===== config.mk =====
export PLATFORM = sky130hd
export DESIGN_NAME = serial_bus_master_p
export DESIGN_NICKNAME = d
export VERILOG_FILES = /design/src/rtl/serial_bus_master_p.sv
export SDC_FILE = /design/constraint.sdc
export NUM_CORES = 1
export LEC_CHECK = 0
export CAP_MARGIN = 5
export CORE_MARGIN = 3
export CORE_UTILIZATION = 52
export CTS_CLUSTER_DIAMETER = 40
export DETAILED_ROUTE_END_ITERATION = 8
export HOLD_SLACK_MARGIN = 0.06
export PLACE_DENSITY = 0.75
export SYNTH_ARGS = -nofsm -noshare
export SYNTH_HDL_FRONTEND = slang
export SYNTH_SLANG_ARGS = --single-unit

===== constraint.sdc =====
create_clock -name clock -period 3.96 [get_ports clock]
set_input_delay 0.792 -clock clock [delete_from_list [all_inputs] [get_ports clock]]
set_output_delay 0.792 -clock clock [all_outputs]
set_load 0.1 [all_outputs]

===== src/rtl/serial_bus_master_p.sv =====
// serial_bus_master_p
// Serial bus master. It captures a user request on the rising edge of enable and asks the
// arbiter for the bus. It then shifts out the slave-select bits of the address and checks
// that both the bus and the slave accept. Once accepted, it streams the rest of the address
// followed by either the write data or a serially received read word, MSB first.
// A refused select is retried up to MAX_RETRY times. A read whose slave never answers is
// aborted after SLV_TIMEOUT cycles. Each transaction ends with a one-cycle done pulse, and
// error is raised alongside done when the transaction was aborted.
//
// Ports
//   clock, reset        system clock; synchronous active-high reset
//   enable              request strobe, rising edge starts one transaction
//   read_en             1 = read, 0 = write (captured with the enable edge)
//   data_in, addr_in    write data and target address (captured with the enable edge)
//   bus_ready           arbiter grant
//   slave_ready         selected slave accepts the transaction
//   slave_valid         slave is presenting read data on data_rx
//   data_rx             serial read data
//   bus_req             bus request to the arbiter
//   addr_tx, data_tx    serial address / write data
//   valid_s             frame valid to the slave
//   write_en_slave      inverse of captured read_en, held for the transaction
//   master_busy         transaction in progress
//   data_read           last successfully read word
//   done, error         end-of-transaction pulse and abort flag
module serial_bus_master_p #(
    parameter int ADDR_W      = 14,
    parameter int DATA_W      = 8,
    parameter int DEV_BITS    = 2,
    parameter int SLV_TIMEOUT = 16,
    parameter int MAX_RETRY   = 3
) (
    input  logic              clock,
    input  logic              reset,
    input  logic              enable,
    input  logic              read_en,
    input  logic [DATA_W-1:0] data_in,
    input  logic [ADDR_W-1:0] addr_in,
    input  logic              bus_ready,
    input  logic              slave_ready,
    input  logic              slave_valid,
    input  logic              data_rx,
    output logic              bus_req,
    output logic              addr_tx,
    output logic              data_tx,
    output logic              valid_s,
    output logic              write_en_slave,
    output logic              master_busy,
    output logic [DATA_W-1:0] data_read,
    output logic              done,
    output logic              error
);

    localparam int CNT_W = $clog2(((ADDR_W > DATA_W) ? ADDR_W : DATA_W) + 1);
    localparam int TMO_W = $clog2(SLV_TIMEOUT + 1);
    localparam int RTY_W = (MAX_RETRY < 1) ? 1 : $clog2(MAX_RETRY + 1);

    localparam logic [CNT_W-1:0] SEL_LAST  = CNT_W'(DEV_BITS);
    localparam logic [CNT_W-1:0] ADDR_LAST = CNT_W'(ADDR_W - DEV_BITS);
    localparam logic [CNT_W-1:0] DATA_LAST = CNT_W'(DATA_W);
    localparam logic [CNT_W-1:0] RX_LAST   = CNT_W'(DATA_W - 1);
    localparam logic [TMO_W-1:0] TMO_LAST  = TMO_W'(SLV_TIMEOUT - 1);
    localparam logic [RTY_W-1:0] RTY_MAX   = RTY_W'(MAX_RETRY);

    typedef enum logic [3:0] {
        IDLE, REQ, SEL, CHK, SPLIT, ADDR, WDATA, RWAIT, RDATA, DONE
    } state_t;

    state_t            state;
    logic              enable_q;
    logic              rd_cap;
    logic [ADDR_W-1:0] addr_cap;
    logic [ADDR_W-1:0] addr_sh;
    logic [DATA_W-1:0] data_sh;
    logic [DATA_W-1:0] rx_sh;
    logic [DATA_W-1:0] rx_next;
    logic [CNT_W-1:0]  bit_cnt;
    logic [TMO_W-1:0]  tmo_cnt;
    logic [RTY_W-1:0]  retry_cnt;

    // Read word with the current data_rx bit appended at the LSB
    assign rx_next = (rx_sh << 1) | DATA_W'(data_rx);

    // Single registered FSM. Every output is assigned on the transition into the state
    // that owns it, so the outputs seen in a cycle always belong to the current state.
    // REQ and SPLIT share the entry into SEL: a retry reloads the select bits from the
    // captured address, so the slave sees the full select phase again.
    always_ff @(posedge clock) begin
        if (reset) begin
            state          <= IDLE;
            enable_q       <= 1'b0;
            rd_cap         <= 1'b0;
            addr_cap       <= '0;
            addr_sh        <= '0;
            data_sh        <= '0;
            rx_sh          <= '0;
            bit_cnt        <= '0;
            tmo_cnt        <= '0;
            retry_cnt      <= '0;
            bus_req        <= 1'b0;
            addr_tx        <= 1'b0;
            data_tx        <= 1'b0;
            valid_s        <= 1'b0;
            write_en_slave <= 1'b0;
            master_busy    <= 1'b0;
            data_read      <= '0;
            done           <= 1'b0;
            error          <= 1'b0;
        end else begin
            enable_q <= enable;
            done     <= 1'b0;
            error    <= 1'b0;
            case (state)
                IDLE: begin
                    if (enable && !enable_q) begin
                        addr_cap       <= addr_in;
                        data_sh        <= data_in;
                        rd_cap         <= read_en;
                        write_en_slave <= ~read_en;
                        bus_req        <= 1'b1;
                        master_busy    <= 1'b1;
                        retry_cnt      <= '0;
                        state          <= REQ;
                    end
                end
                REQ, SPLIT: begin
                    if (bus_ready) begin
                        valid_s <= 1'b1;
                        addr_tx <= addr_cap[ADDR_W-1];
                        addr_sh <= addr_cap << 1;
                        bit_cnt <= CNT_W'(1);
                        state   <= SEL;
                    end
                end
                SEL: begin
                    if (bit_cnt == SEL_LAST) begin
                        state <= CHK;
                    end else begin
                        addr_tx <= addr_sh[ADDR_W-1];
                        addr_sh <= addr_sh << 1;
                        bit_cnt <= bit_cnt + 1'b1;
                    end
                end
                CHK: begin
                    if (bus_ready && slave_ready) begin
                        addr_tx <= addr_sh[ADDR_W-1];
                        addr_sh <= addr_sh << 1;
                        bit_cnt <= CNT_W'(1);
                        state   <= ADDR;
                    end else if (retry_cnt == RTY_MAX) begin
                        bus_req     <= 1'b0;
                        valid_s     <= 1'b0;
                        master_busy <= 1'b0;
                        addr_tx     <= 1'b0;
                        data_tx     <= 1'b0;
                        done        <= 1'b1;
                        error       <= 1'b1;
                        state       <= DONE;
                    end else begin
                        retry_cnt <= retry_cnt + 1'b1;
                        valid_s   <= 1'b0;
                        addr_tx   <= 1'b0;
                        state     <= SPLIT;
                    end
                end
                ADDR: begin
                    if (bit_cnt == ADDR_LAST) begin
                        addr_tx <= 1'b0;
                        if (rd_cap) begin
                            valid_s <= 1'b0;
                            tmo_cnt <= '0;
                            rx_sh   <= '0;
                            state   <= RWAIT;
                        end else begin
                            data_tx <= data_sh[DATA_W-1];
                            data_sh <= data_sh << 1;
                            bit_cnt <= CNT_W'(1);
                            state   <= WDATA;
                        end
                    end else begin
                        addr_tx <= addr_sh[ADDR_W-1];
                        addr_sh <= addr_sh << 1;
                        bit_cnt <= bit_cnt + 1'b1;
                    end
                end
                WDATA: begin
                    if (bit_cnt == DATA_LAST) begin
                        bus_req     <= 1'b0;
                        valid_s     <= 1'b0;
                        master_busy <= 1'b0;
                        data_tx     <= 1'b0;
                        done        <= 1'b1;
                        state       <= DONE;
                    end else begin
                        data_tx <= data_sh[DATA_W-1];
                        data_sh <= data_sh << 1;
                        bit_cnt <= bit_cnt + 1'b1;
                    end
                end
                // slave_valid is checked before the timeout so an answer in the last
                // allowed cycle still completes the read
                RWAIT: begin
                    if (slave_valid) begin
                        if (DATA_W == 1) begin
                            data_read   <= rx_next;
                            bus_req     <= 1'b0;
                            master_busy <= 1'b0;
                            done        <= 1'b1;
                            state       <= DONE;
                        end else begin
                            rx_sh   <= rx_next;
                            bit_cnt <= CNT_W'(1);
                            state   <= RDATA;
                        end
                    end else if (tmo_cnt == TMO_LAST) begin
                        bus_req     <= 1'b0;
                        master_busy <= 1'b0;
                        done        <= 1'b1;
                        error       <= 1'b1;
                        state       <= DONE;
                    end else begin
                        tmo_cnt <= tmo_cnt + 1'b1;
                    end
                end
                RDATA: begin
                    if (bit_cnt == RX_LAST) begin
                        data_read   <= rx_next;
                        bus_req     <= 1'b0;
                        master_busy <= 1'b0;
                        done        <= 1'b1;
                        state       <= DONE;
                    end else begin
                        rx_sh   <= rx_next;
                        bit_cnt <= bit_cnt + 1'b1;
                    end
                end
                DONE: begin
                    write_en_slave <= 1'b0;
                    state          <= IDLE;
                end
                default: state <= IDLE;
            endcase
        end
    end

endmodule


==> results of run 1 <==
-- synthesized netlist by cell type (all sizes together), types with 7 or more instances --
library cell	number
dfxtp	74
nand2	56
nor2	48
a21oi	41
mux2i	34
a211oi	21
buf	21
clkbuf	12
or2	9
inv	8
nand3	7
nor3	7
nor3b	7
-- stage by stage --
stage               cells  util, %  setup slack, ps  area [um^2]
floorplan             442        -             1710         3870
global placement      552     61.1             1030         4260
detailed placement    552     61.1              872         4260
CTS                   567     64.5             1240         4500
global route          567     64.5              954         4500
finish                567     64.5             1250         4500
-- worst min-delay path by stage --
stage                                         start                         to  slack (ps)  depth (start not counted)
after floorplan               rx_sh[6]$_SDFFE_PP0P_      rx_sh[6]$_SDFFE_PP0P_         430                          2
after global placement    addr_cap[11]$_SDFFE_PP0P_  addr_cap[11]$_SDFFE_PP0P_         440                          2
after detailed placement  addr_cap[11]$_SDFFE_PP0P_  addr_cap[11]$_SDFFE_PP0P_         450                          2
after CTS                 addr_cap[11]$_SDFFE_PP0P_  addr_cap[11]$_SDFFE_PP0P_         460                          2
after global routing       addr_cap[2]$_SDFFE_PP0P_   addr_cap[2]$_SDFFE_PP0P_         480                          2
final                     addr_cap[11]$_SDFFE_PP0P_  addr_cap[11]$_SDFFE_PP0P_         460                          2
-- registers in the layout (all words and copies together), names as in the netlist, 2 cells and up --
name       cells
addr_cap      14
addr_sh       13
data_read      8
data_sh        8
rx_sh          7
tmo_cnt        5
bit_cnt        4
state          4
retry_cnt      2
-- logic make-up after synthesis --
| logic type | after synthesis | synth area share (%) |
|---|---|---|
| muxes | 34 | 8.80 |
| buffers and inverters | 41 | 5.53 |
| xor gates and xnor gates | 1 | 0.227 |
| AOI/OAI and AO/OA | 103 | 19.5 |
| adders and majority gates | 7 | 2.20 |
| DFF | 74 | 38.3 |
| and+or+nand+nor | 182 | 25.4 |
-- worst reg2reg max path, stage by stage, from the launching register on --
cell,delay (ps)
dfxtp_1,970
maj3_1,330
a32oi_1,180
a221oi_4,760
nor2_1,90
a211oi_1,260
-- metal layers --
| layer | GRT usage (%) | routed length, um | up-vias |
|---|---|---|---|
| met3 | 4.59 | 395 | 16 |
| met5 | 0 | 0 | - |
| met1 | 27.9 | 3950 | 1521 |
| met2 | 32.9 | 3980 | 77 |
| li1 | - | - | 1637 |
| met4 | 10.1 | 181 | 0 |
-- power by group through the flow --
stage	combinational (uW)	clock [uW]	sequential, uW
finish	739	706	983
global route	822	750	1000
CTS	743	725	982
detailed placement	740	0	998
global placement	717	0	991
floorplan	597	0	1000
-- cell type report --
type                       count  area (um^2)  area share, %
multi-input combinational    327         2170           48.2
sequential                    74         1480           32.9
timing repair buffer          47          460           10.2
clock buffer                   9          124           2.75
tap                           96          120           2.67
clock inverter                 6          115           2.56
inverter                       8         30.0          0.667
==> impl_results.md, run 1 <==
- Status: completed
- Unrepaired setup endpoints after global routing: no
- Vias: roughly 3300
- Number of synthesized flops with an enable pin: 0
- Synth area leader: dfxtp_1
- Most common cell after layout, fill and taps aside: dfxtp_1
- RR Endpoint: addr_sh[9]$_SDFFE_PP0P_
- CTS sink cnt: 74
- Yosys warns: 0
- Share of post-route cells with drive strength above 1: between 8 and 9%
- CP Capture Type: register
- Sequential power share: between 40% and 50%
- Die height: 92.2 um
- Initial antenna violation count: 0
- Number of cells on the critical path: 6
- Crit-path cells: clkdlybuf4s50_1 -> maj3_1 -> a32oi_1 -> a221oi_4 -> nor2_1 -> a211oi_1
- R2R Path Start: state[0]$_SDFFE_PP0P_
- Start point of the critical path: bus_ready
- Std-Cell Rows: 30
- Family with the most delay on the worst path: compound AO/OA/AOI/OAI gates
- R2r setup slk: between 1000 and 1500 ps
- Clk_lat worst skew: 350 ps
- FFs w/ async S/R, synth: 0%
- Post-synth cell types: 65
- Drt wl/cell: about 15 um
- Hold slack: 456 ps
- Max Cap Viol: 0
- CP max FO: 26
- WL final: 8510 um
- Syn Nets: about 480
- Post-route clock period utilization: between 60% and 70%
- Peak Freq: ~0.37 GHz
- IO Port Bufs: 45
- Detailed Place HPWL: a little under 6000 um
- Fin nets: slightly above 500
- Area grow syn2layout: 16.4%
- # Post-CTS Setup Buffers: 0
- Commonest non-fill, non-tap cells in the layout: dfxtp_1, nand2_1, nor2_1, clkdlybuf4s50_1, a21oi_1
- Max-slew headroom: ~33%
- Diode count: 0
- CP arrival: 2960 ps
- Pint: between 1500 and 2000 uW
- Die width: a little over 90 um
- Die Area: 8510 um^2
- Worst vdd ir: between 0.2 and 0.3 mV
- Min cycle time layout: ~2700 ps
- First-pass GRT wire length: roughly 14000 um
- Fillcell total: 612
- Comb power frac: 30.5%
- Worst Reg-to-Reg Cells: 5
- P_leak: about 0.0016 uW
- Core Box Area: approximately 7000 um^2
- Root buffer cell: clkbuf_8
- Vias/cell: roughly 5.7
- Residual DRC: 0
- Pins Over Slew Limit: 0
- Final Hold Viols: 0
- CTS tree: done
- CP bufs+invs: 1
- Final setup viols: 0
- Hold Path Class: register to register
- Top-Level Pins: 46
- Clock Tree Buf Depth: 2
- Pwr Density: 539 nW/um^2
- H-tree levels: 3
- CTS buffer count: 9
- Sw frac: about a third
- Area share of the largest cell type after synthesis: around two fifths
- Setup_tns: 0 ps
- GR Overflow Total: 0
- Total track usage: a little over a fifth
- Clock Power Share: 29.1%
- TritonRoute pass-1 iters: 4
- Hold-fix buffers, CTS: 0
- Worst-Margin Slew: about 1000 ps
- Reported net switching power: between 800 and 900 uW
- Initial Util: roughly 55%
- Yosys reg bits: between 70 and 80
- Synth Flop Type: dfxtp_1
- Vias in the first global route: between 2000 and 3000
- Drt initial violations: around 250
- Post-synthesis cell count: between 400 and 500
- CP Launch Type: input port
- Critical path required time: approximately 4200 ps
- Setup CP Type: input port to register
- Max incr delay on CP: around 760 ps
- Power Total: between 2000 and 2500 uW
- Synth Area per Inst: 8.75 um^2
- Post-route ant nets: 0
- Post-CTS sizing: 0
- Sequential cell area fraction in the yosys report: a little under two fifths
- CTS clk-pin slew, worst paths: 80 ps
- Mapped cell area: a little under 4000 um^2
- Worst setup endpoint: addr_sh[9]$_SDFFE_PP0P_
- RD Place Congestion: between 0.8 and 0.9
- Highest-delay cell along the critical path: a221oi_4
- Synth top area cells: dfxtp_1, mux2i_1, nand2_1
- Clock Skews: between 7 and 8 ps
- Pin count of the biggest net entering global routing: 52
No activity file was read; power rests on OpenSTA's default activity.
==> run 2: changes to the inputs <==
==> constraint.sdc (replaced) <==
create_clock -name clock -period 2.6 [get_ports clock]
set_input_delay 0.52 -clock clock [delete_from_list [all_inputs] [get_ports clock]]
set_output_delay 0.52 -clock clock [all_outputs]
set_load 0.1 [all_outputs]
==> run 2 against run 1 <==
Net effect: register-to-register slack got worse by 1100 ps; clock skew rose by 2.6 ps; non-clock buffer count increased by 15; hold slack improved by 4.3 ps; clock-buffer cell count grew 3; first-iteration DRC count is 6.7% higher; critical path depth is the same; utilization rose by 0.61 points; wire length rose by 5.5%; sequential cell count is the same; power grew 46%; clock power is 16% higher; largest cell class unchanged.
==> impl_results.md, run 2 (synthesis gave the netlist of run 1 again) <==
- Setup ws final: 202 ps (-1050 ps)
- R2R Path Start: state[1]$_SDFFE_PP0P_
- Std-Cell Rows: 30 (unchanged)
- Die height: 92.2 um (unchanged)
- Highest-delay cell along the critical path: a221oi_2
- H-tree levels: 3 (unchanged)
- Family with the most delay on the worst path: compound AO/OA/AOI/OAI gates
- Post-route ant nets: 0 (unchanged)
- Peak Freq: 0.417 GHz
- Top-Level Pins: 46 (unchanged)
- Vias: 3310 (+1.8%)
- Post-route clock period utilization: slightly above 90%
- Max reg flops: 14 (unchanged)
- Initial antenna violation count: 0 (unchanged)
- Core Box Area: 6980 um^2 (unchanged)
- Fin nets: 519 (+3.2%)
- Number of cells on the critical path: 6 (unchanged)
- Max-slew headroom: 37.2% (+3.8 points)
- Hold Path Origin: rx_sh[6]$_SDFFE_PP0P_
- RD Place Congestion: 0.920 (+2.4%)
- R2r setup slk: 200 ps (-1070 ps)
- Total track usage: 21.0% (-0.22 points)
- GR Overflow Total: 0 (unchanged)
- Placed instance count: 567 (+2.7%)
- CP arrival: 2650 ps (-310 ps)
- Die width: 92.2 um (unchanged)
- Largest regs: addr_cap (14), addr_sh (13)
- Clk_lat worst skew: 340 ps (about the same)
- CTS sink cnt: 74 (unchanged)
- Diode count: 0 (unchanged)
- First-pass GRT wire length: 14400 um (-0.62%)
- Comb power frac: 36.3% (+5.8 points)
- Critical path required time: 2860 ps (-1350 ps)
- Max incr delay on CP: 770 ps (about the same)
- Sequential power share: 40.6% (about the same)
- Status: completed
- Non-Filler Instances: 584 (+3.0%)
- Final Hold Viols: 0 (unchanged)
- Worst vdd ir: 0.483 mV (+67%)
- Initial Util: 55.4% (unchanged)
- Sw frac: 37.3% (+2.3 points)
- Worst Reg-to-Reg Cells: 6 (+1)
- Clock Tree Buf Depth: 2 (unchanged)
- Pins Over Slew Limit: 0 (unchanged)
- Share of post-route cells with drive strength above 1: 15.2% (+6.2 points)
- Reported net switching power: 1320 uW (+55%)
- Drt wl/cell: 15.4 um (+2.4%)
- Crit-path cells: buf_4 -> inv_1 -> a32oi_1 -> a221oi_2 -> nor2_1 -> a211oi_1
- Min cycle time layout: 2400 ps
- Hold endpoint: rx_sh[6]$_SDFFE_PP0P_
- Pin count of the biggest net entering global routing: 75 (+44%)
- Die Area: 8510 um^2 (unchanged)
- CP Capture Type: register
- Most flop-heavy register: addr_cap
- Hold depth: 2 (unchanged)
- Hold-fix buffers, CTS: 0 (unchanged)
- RR Endpoint: addr_sh[7]$_SDFFE_PP0P_
- Setup CP Type: register to register
- Max Cap Viol: 0 (unchanged)
- Clock Power Share: 23.1% (-6.0 points)
- CP bufs+invs: 2 (+1)
- Hold slack: 461 ps (+4.28 ps)
- Post-CTS sizing: 0 (unchanged)
- IO Port Bufs: 45 (unchanged)
- Worst-Margin Slew: 942 ps (-53.4 ps)
- CTS tree: done
- Hold Path Class: register to register
- CTS buffer count: 9 (unchanged)
- Clock Skews: 10.1 ps (+2.57 ps)
- CP max FO: 17 (-35%)
- Drt initial violations: 271 (+6.7%)
- CP Launch Type: register
- Most common cell after layout, fill and taps aside: dfxtp_1
- # Post-CTS Setup Buffers: 0 (unchanged)
- TritonRoute pass-1 iters: 4 (unchanged)
- Worst slack, placed: -13.9 ps (-886 ps)
- Vias/cell: 5.67 (-1.1%)
- Detailed Place HPWL: 6060 um (+4.5%)
- WL final: 8970 um (+5.5%)
- P_leak: 0.00168 uW (+6.0%)
- Pwr Density: 778 nW/um^2 (+44%)
- Pint: 2220 uW (+41%)
- Area grow syn2layout: 17.5%
- Root buffer cell: clkbuf_8
- Residual DRC: 0 (unchanged)
- Final setup viols: 0 (unchanged)
- Unrepaired setup endpoints after global routing: no
- Commonest non-fill, non-tap cells in the layout: dfxtp_1, nand2_1, nor2_1, a21oi_1, mux2i_1
- Vias in the first global route: 3004 (+0.40%)
- CTS clk-pin slew, worst paths: 80 ps (about the same)
[run 2: worst max path at each step]
stage	end	from	slack, ps
2_1_floorplan	tmo_cnt[3]$_SDFFE_PP0P_	tmo_cnt[0]$_SDFFE_PP0P_	350
3_3_place_gp	addr_sh[1]$_SDFFE_PP0P_	bus_ready	70
3_5_place_dp	addr_sh[11]$_SDFFE_PP0P_	bus_ready	-10
4_1_cts	tmo_cnt[3]$_SDFFE_PP0P_	tmo_cnt[0]$_SDFFE_PP0P_	220
5_1_grt	addr_sh[7]$_SDFFE_PP0P_	state[1]$_SDFFE_PP0P_	50
6_report	addr_sh[7]$_SDFFE_PP0P_	state[1]$_SDFFE_PP0P_	200
[run 2: tightest hold or removal path: cells and delay by family (launching register included)]
kind,cells,cell delay [ps]
simple gates,1,60
flops,1,310
compound gates,1,50
[run 2: power by group through the flow]
| stage | sequential, uW | clock (uW) | combinational (uW) |
|---|---|---|---|
| floorplan | 1530 | 0 | 909 |
| global placement | 1460 | 0 | 1220 |
| detailed placement | 1460 | 0 | 1250 |
| CTS | 1430 | 840 | 1260 |
| global route | 1460 | 888 | 1390 |
| finish | 1440 | 818 | 1280 |
[run 2: through the flow]
| stage | instance area, um^2 | power (uW) | setup TNS, ps | util [%] |
|---|---|---|---|---|
| after floorplan | 3870 | 2440 | 0 | - |
| after global placement | 4350 | 2670 | 0 | 62.3 |
| after detailed placement | 4350 | 2710 | -13.9 | 62.3 |
| after CTS | 4530 | 3530 | 0 | 64.9 |
| after global routing | 4540 | 3740 | 0 | 65.1 |
| final | 4540 | 3540 | 0 | 65.1 |
[run 2: area by class of cell]
cell class	count	area (um^2)
fill	612	2440
multi-input combinational	328	2190
clock inverter	4	26.3
sequential	74	1480
timing repair buffer	62	546
inverter	8	30.0
tap	96	120
clock buffer	12	155
[run 2: routing by layer]
layer	vias to the layer above	track usage (%)	part of all wire, %
met4	0	7.18	1.5
met5	-	0	0
met2	73	32.7	47
met1	1552	28.3	48
met3	13	5.25	4.3
li1	1672	-	-
